File: config.mk
export PLATFORM = sky130hd
export DESIGN_NAME = sram_rr_arbiter
export DESIGN_NICKNAME = d
export VERILOG_FILES = /design/src/rtl/sram_rr_arbiter.sv
export SDC_FILE = /design/constraint.sdc
export NUM_CORES = 1
export LEC_CHECK = 0
export CORE_UTILIZATION = 36
export CTS_CLUSTER_SIZE = 28
export DETAILED_ROUTE_END_ITERATION = 6
export PLACE_DENSITY_LB_ADDON = 0.12
export SETUP_SLACK_MARGIN = 0.02
export SYNTH_ARGS = -nofsm -noshare
export SYNTH_HDL_FRONTEND = slang
export SYNTH_SLANG_ARGS = --single-unit
File: constraint.sdc
create_clock -name clk -period 3.25 [get_ports clk]
set_clock_uncertainty 0.15 [all_clocks]
set_input_delay 0.65 -clock clk [delete_from_list [all_inputs] [get_ports clk]]
set_output_delay 0.65 -clock clk [all_outputs]
set_load 0.1 [all_outputs]
File: src/rtl/sram_rr_arbiter.sv
// Round-robin arbiter that shares one single-port synchronous SRAM among NUM_REQ requesters.
// Optional atomic lock support is compiled in with `define SRAM_ARB_LOCK_EN.
module sram_rr_arbiter #(
    parameter int NUM_REQ    = 3,
    parameter int DATA_WIDTH = 8,
    parameter int ADDR_WIDTH = 8,
    parameter int LOCK_MAX   = 4
) (
    input  logic                             clk,
    input  logic                             rst_n,
    input  logic [NUM_REQ-1:0]               req,
    input  logic [NUM_REQ-1:0]               req_we,
    input  logic [NUM_REQ-1:0]               req_lock,
    input  logic [NUM_REQ*ADDR_WIDTH-1:0]    req_addr,
    input  logic [NUM_REQ*DATA_WIDTH-1:0]    req_wdata,
    output logic [NUM_REQ-1:0]               gnt,
    output logic [NUM_REQ-1:0]               rvalid,
    output logic [DATA_WIDTH-1:0]            rdata,
    output logic                             sram_cs,
    output logic                             sram_we,
    output logic [ADDR_WIDTH-1:0]            sram_address,
    output logic [DATA_WIDTH-1:0]            sram_data_in,
    input  logic [DATA_WIDTH-1:0]            sram_data_out
);

    localparam int PTR_W = (NUM_REQ > 1) ? $clog2(NUM_REQ) : 1;

    logic [ADDR_WIDTH-1:0] w_addr    [NUM_REQ];
    logic [DATA_WIDTH-1:0] w_wdata   [NUM_REQ];
    logic [PTR_W-1:0]      w_off_idx [NUM_REQ];
    logic [NUM_REQ-1:0]    w_off_req;
    logic [NUM_REQ-1:0]    w_gnt;

    logic [PTR_W-1:0]      r_ptr;
    logic [PTR_W-1:0]      w_rr_idx;
    logic [PTR_W-1:0]      w_win_idx;
    logic [PTR_W-1:0]      w_ptr_next;
    logic                  w_rr_found;
    logic                  w_hold;
    logic                  w_win_valid;
    logic                  w_win_we;

    logic                  r_sram_cs;
    logic                  r_sram_we;
    logic [ADDR_WIDTH-1:0] r_sram_address;
    logic [DATA_WIDTH-1:0] r_sram_data_in;
    logic [NUM_REQ-1:0]    r_rd_pend;
    logic [NUM_REQ-1:0]    r_rvalid;

    genvar gi;
    generate
        for (gi = 0; gi < NUM_REQ; gi++) begin : g_req
            logic [PTR_W:0] w_sum;

            assign w_addr[gi]  = req_addr[gi*ADDR_WIDTH +: ADDR_WIDTH];
            assign w_wdata[gi] = req_wdata[gi*DATA_WIDTH +: DATA_WIDTH];

            // Requester index at scan offset gi from the pointer, wrapped modulo NUM_REQ.
            assign w_sum = {1'b0, r_ptr} + (PTR_W+1)'(gi);
            assign w_off_idx[gi] = (w_sum >= (PTR_W+1)'(NUM_REQ))
                                 ? PTR_W'(w_sum - (PTR_W+1)'(NUM_REQ))
                                 : PTR_W'(w_sum);
            assign w_off_req[gi] = req[w_off_idx[gi]];

            assign w_gnt[gi] = w_win_valid && (w_win_idx == PTR_W'(gi));
        end
    endgenerate

    // Lowest scan offset with an active request wins.
    always_comb begin
        w_rr_found = 1'b0;
        w_rr_idx   = '0;
        for (int k = NUM_REQ - 1; k >= 0; k--) begin
            if (w_off_req[k]) begin
                w_rr_found = 1'b1;
                w_rr_idx   = w_off_idx[k];
            end
        end
    end

`ifdef SRAM_ARB_LOCK_EN
    localparam int CNT_W = $clog2(LOCK_MAX + 1);

    typedef enum logic [0:0] {
        ST_ARB  = 1'b0,
        ST_LOCK = 1'b1
    } state_t;

    state_t           r_state;
    logic [PTR_W-1:0] r_owner;
    logic [CNT_W-1:0] r_count;
    logic             w_lock_start;

    // A locked owner that drops req hands the bus back to normal arbitration at once.
    assign w_hold       = (r_state == ST_LOCK) && req[r_owner];
    assign w_lock_start = w_rr_found && req_lock[w_rr_idx] && (LOCK_MAX > 1);

    always_ff @(posedge clk or negedge rst_n) begin
        if (!rst_n) begin
            r_state <= ST_ARB;
            r_owner <= '0;
            r_count <= '0;
        end else begin
            case (r_state)
                ST_LOCK: begin
                    if (w_hold) begin
                        if (req_lock[r_owner] && ((r_count + 1'b1) < CNT_W'(LOCK_MAX))) begin
                            r_count <= r_count + 1'b1;
                        end else begin
                            r_state <= ST_ARB;
                            r_count <= '0;
                        end
                    end else if (w_lock_start) begin
                        r_owner <= w_rr_idx;
                        r_count <= CNT_W'(1);
                    end else begin
                        r_state <= ST_ARB;
                        r_count <= '0;
                    end
                end
                default: begin
                    if (w_lock_start) begin
                        r_state <= ST_LOCK;
                        r_owner <= w_rr_idx;
                        r_count <= CNT_W'(1);
                    end
                end
            endcase
        end
    end

    assign w_win_idx = w_hold ? r_owner : w_rr_idx;
`else
    logic w_unused_lock;

    assign w_unused_lock = ^req_lock;
    assign w_hold        = 1'b0;
    assign w_win_idx     = w_rr_idx;
`endif

    assign w_win_valid = w_hold || w_rr_found;
    assign w_win_we    = req_we[w_win_idx];
    assign w_ptr_next  = (w_win_idx == PTR_W'(NUM_REQ - 1)) ? '0 : w_win_idx + 1'b1;

    always_ff @(posedge clk or negedge rst_n) begin
        if (!rst_n) begin
            r_ptr <= '0;
        end else if (w_win_valid) begin
            r_ptr <= w_ptr_next;
        end
    end

    // Address and data hold their last value on idle cycles; only cs/we return low.
    always_ff @(posedge clk or negedge rst_n) begin
        if (!rst_n) begin
            r_sram_cs      <= 1'b0;
            r_sram_we      <= 1'b0;
            r_sram_address <= '0;
            r_sram_data_in <= '0;
            r_rd_pend      <= '0;
            r_rvalid       <= '0;
        end else begin
            r_sram_cs <= w_win_valid;
            r_sram_we <= w_win_valid && w_win_we;
            if (w_win_valid) begin
                r_sram_address <= w_addr[w_win_idx];
                r_sram_data_in <= w_wdata[w_win_idx];
            end
            r_rd_pend <= (w_win_valid && !w_win_we) ? w_gnt : '0;
            r_rvalid  <= r_rd_pend;
        end
    end

    assign gnt          = w_gnt;
    assign rvalid       = r_rvalid;
    assign rdata        = sram_data_out;
    assign sram_cs      = r_sram_cs;
    assign sram_we      = r_sram_we;
    assign sram_address = r_sram_address;
    assign sram_data_in = r_sram_data_in;

endmodule

==> impl_metrics.csv, run 1 <==
group,metric,value,unit
sta,tightest_slew,510,ps
die,dieWidth,67.1,um
drt,vias,1396,
layout,mostFrequentLayoutCells,"55 x clkdlybuf4s50_1, 30 x buf_4, 26 x dfrtp_1, 15 x mux2i_1, 14 x o22ai_1",
clocking,cts_tree,"yes",
drt,drtIter0Drc,41,
die,core-area,4030,um2
logic_synthesis,postSynthAreaPerCell,10.3,um2
clocking,postCtsSetupRepairBufs,0,
worst_setup_path,cpPeakStageDelay,510,ps
die,ioPinCount,99,
worst_setup_path,worst_path_max_delay_cell,"ha_1",
layout,area_growth_syn_to_layout,54.7,%
logic_synthesis,synth_flop_cell,"dfrtp_1",
placement,io_buffer_count,79,
layout,nNetsFinal,293,
drt,via_per_inst,5.13,
worst_setup_path,crit_required,2450,ps
grt,grt_pass1_vias,1369,
sta,relSlewSlack,65.5,%
logic_synthesis,netlist_area,1530,um2
layout,drive_above_1_share,21.2,%
logic_synthesis,yosysWarnings,0,
clocking,cts_buffer_depth,2,
sta,fmax,0.324,GHz
sta,setup_tns,0,ps
min_path,hp-start,"r_rd_pend[0]",
worst_setup_path,worstPathArrival,2280,ps
logic_synthesis,yosysTopAreaCellShare,42.6,%
clocking,htreeDepth,1,
worst_setup_path,path_class,"register to output port",
min_path,hold_class,"register to register",
layout,fillers,344,
placement,post-dp-hpwl,3050,um
clocking,cts_resized,0,
status,status,"completed",
grt,grt_max_degree,27,
drt,top_layer,"met4",
drt,wl_per_cell,14.5,um
die,fp.dieH,67.1,um
layout,diodes,0,
logic_synthesis,syn_nets,219,
drt,ant_nets,0,
clocking,hold_buffers,0,
logic_synthesis,netlist-cell-type-count,37,
drt,wl_met1,1600,um
drt,wl_met2,1970,um
layout,final_common_cell,"clkdlybuf4s50_1",
worst_setup_path,cp-end-kind,"output port",
logic_synthesis,synthCells,149,
drt,first_pass_iters,4,
sta,setup_violations,0,
logic_synthesis,yosys-top-cells-area,"dfrtp_1 43%, mux2i_1 9.8%, o22ai_1 5.7%, buf_4 4.4%, a21oi_1 3.9%",
die,row_count,23,
placement,gp_congestion,0.737,
grt,grt.overflow.total,0,
sta,hold_viol_final,0,
logic_synthesis,synth_seq_cells,26,
worst_setup_path,start_kind,"register",
grt,grt_pass1_wl,6150,um
clocking,clk_pin_slew,90,ps
clocking,clockRootBuffer,"clkbuf_8",
grt,grt_usage,17.9,%
drt,drcViolationCount,0,
clocking,clkLatencyLatePin,270,ps
worst_setup_path,path_cells,"inv_1 -> ha_1 -> a22oi_1 -> o22ai_1 -> nor3_2 -> inv_2 -> nand2_1 -> nor2_4 -> buf_12",
drt,wl,3940,um
flow_run,maxCapViolations,0,
clocking,cts_buffers,3,
worst_setup_path,startpoint,"r_ptr[0]",
sta,slew_violations,0,
layout,fin_util,58.7,%
logic_synthesis,ys_seq_area_share,42.6,%
logic_synthesis,synth_top_area_cell,"dfrtp_1",
worst_setup_path,cp_max_fo,11,
die,initial_core_util,37.9,%
worst_setup_path,r2r-start,"r_ptr[0]",
die,die_area,4510,um2
sta,finalCriticalPeriod,3080,ps
grt,antenna_found_initial,0,
sta,rsz0062_at_grt,"false",
logic_synthesis,synthArstFlopShare,100,%
clocking,clock-sinks,26,
sta,period_share,94.8,%
logic_synthesis,synth-edff-count,0,
drt,wl_met3,331,um
-- worst max-delay path: cells and delay by family, from the launching register on --
family                   cells  cell delay (ps)
AO/OA/AOI/OAI                2              500
flip-flops                   1              360
AND/OR/NAND/NOR              3              310
adder cells (fa/ha/maj)      1              510
buffers and inverters        3              310
-- path summary, 6_finish.rpt --
path	endpoint	slack, ps	cells after the start
worst max-delay path	gnt[0]	170	9
worst min-delay path	rvalid[0]	200	0
worst max register to register	r_rd_pend[1]	500	8
worst min register to register	rvalid[0]	200	0
max in group asynchronous	sram_address[0]	2110	2
min in group asynchronous	rvalid[2]	590	2
-- metrics by stage --
| step | instance area (um2) | std cells | hold slack (ps) | setup slack [ps] |
|---|---|---|---|---|
| 6_report | 2360 | 272 | 203 | 168 |
| 5_1_grt | 2360 | 272 | 205 | 37.2 |
| 4_1_cts | 2360 | 272 | 206 | 160 |
| 3_5_place_dp | 2290 | 268 | 185 | 176 |
| 3_3_place_gp | 2290 | 268 | 185 | 230 |
| 2_1_floorplan | 1550 | 149 | 181 | 134 |
-- synthesized netlist by cell type, drive strengths merged (3+ instances only) --
cell type,count
or4b,4
buf,18
inv,6
nand4,4
o21ai,4
o22ai,14
a21oi,13
mux2i,15
nand3,4
nor2,4
dfrtp,26
nand2,13
nor2b,3
nor3,3
ha,3
-- area by class of cell --
type,instances,area (um2),share of cell area [%]
flip-flops and latches,26,651,27.5
well taps,50,62.6,2.65
clock buffers,3,41.3,1.75
repair buffers,88,836,35.4
inverters,6,22.5,0.953
clock inverters,1,30.0,1.27
multi-input cells,98,721,30.5
-- sequential cells by signal, indices dropped and copies added (netlist names) --
name / count
r_ptr: 2
r_rd_pend: 3
rvalid: 3
sram_address: 8
sram_cs: 1
sram_data_in: 8
sram_we: 1
-- logic make-up after synthesis --
group           Yosys count  synth area share, %
simple gates             41                 15.6
mux                      15                 9.83
compound gates           39                 17.5
buf+inv                  25                 12.0
flops                    26                 42.6
fa+ha+maj                 3                 2.46
-- per-layer routing --
layer,track usage (%),up-vias
met3,3.89,6
met4,4.52,0
met2,32.8,72
met1,20.9,644
met5,0,-
li1,-,674
Power of run 1 is not shown: default switching activity piles up to over one toggle a cycle in this logic, so the estimate is an artifact.
==> run 2, diff against run 1 <==
--- a/config.mk
+++ b/config.mk
@@ -6,7 +6,6 @@
 export NUM_CORES = 1
 export LEC_CHECK = 0
 export CORE_UTILIZATION = 36
-export CTS_CLUSTER_SIZE = 28
 export DETAILED_ROUTE_END_ITERATION = 6
 export PLACE_DENSITY_LB_ADDON = 0.12
 export SETUP_SLACK_MARGIN = 0.02
==> results of run 2 <==
Same layout as run 1: the final DEF is identical, and so are final timing and power.
Power of run 2 is left out for the same reason.
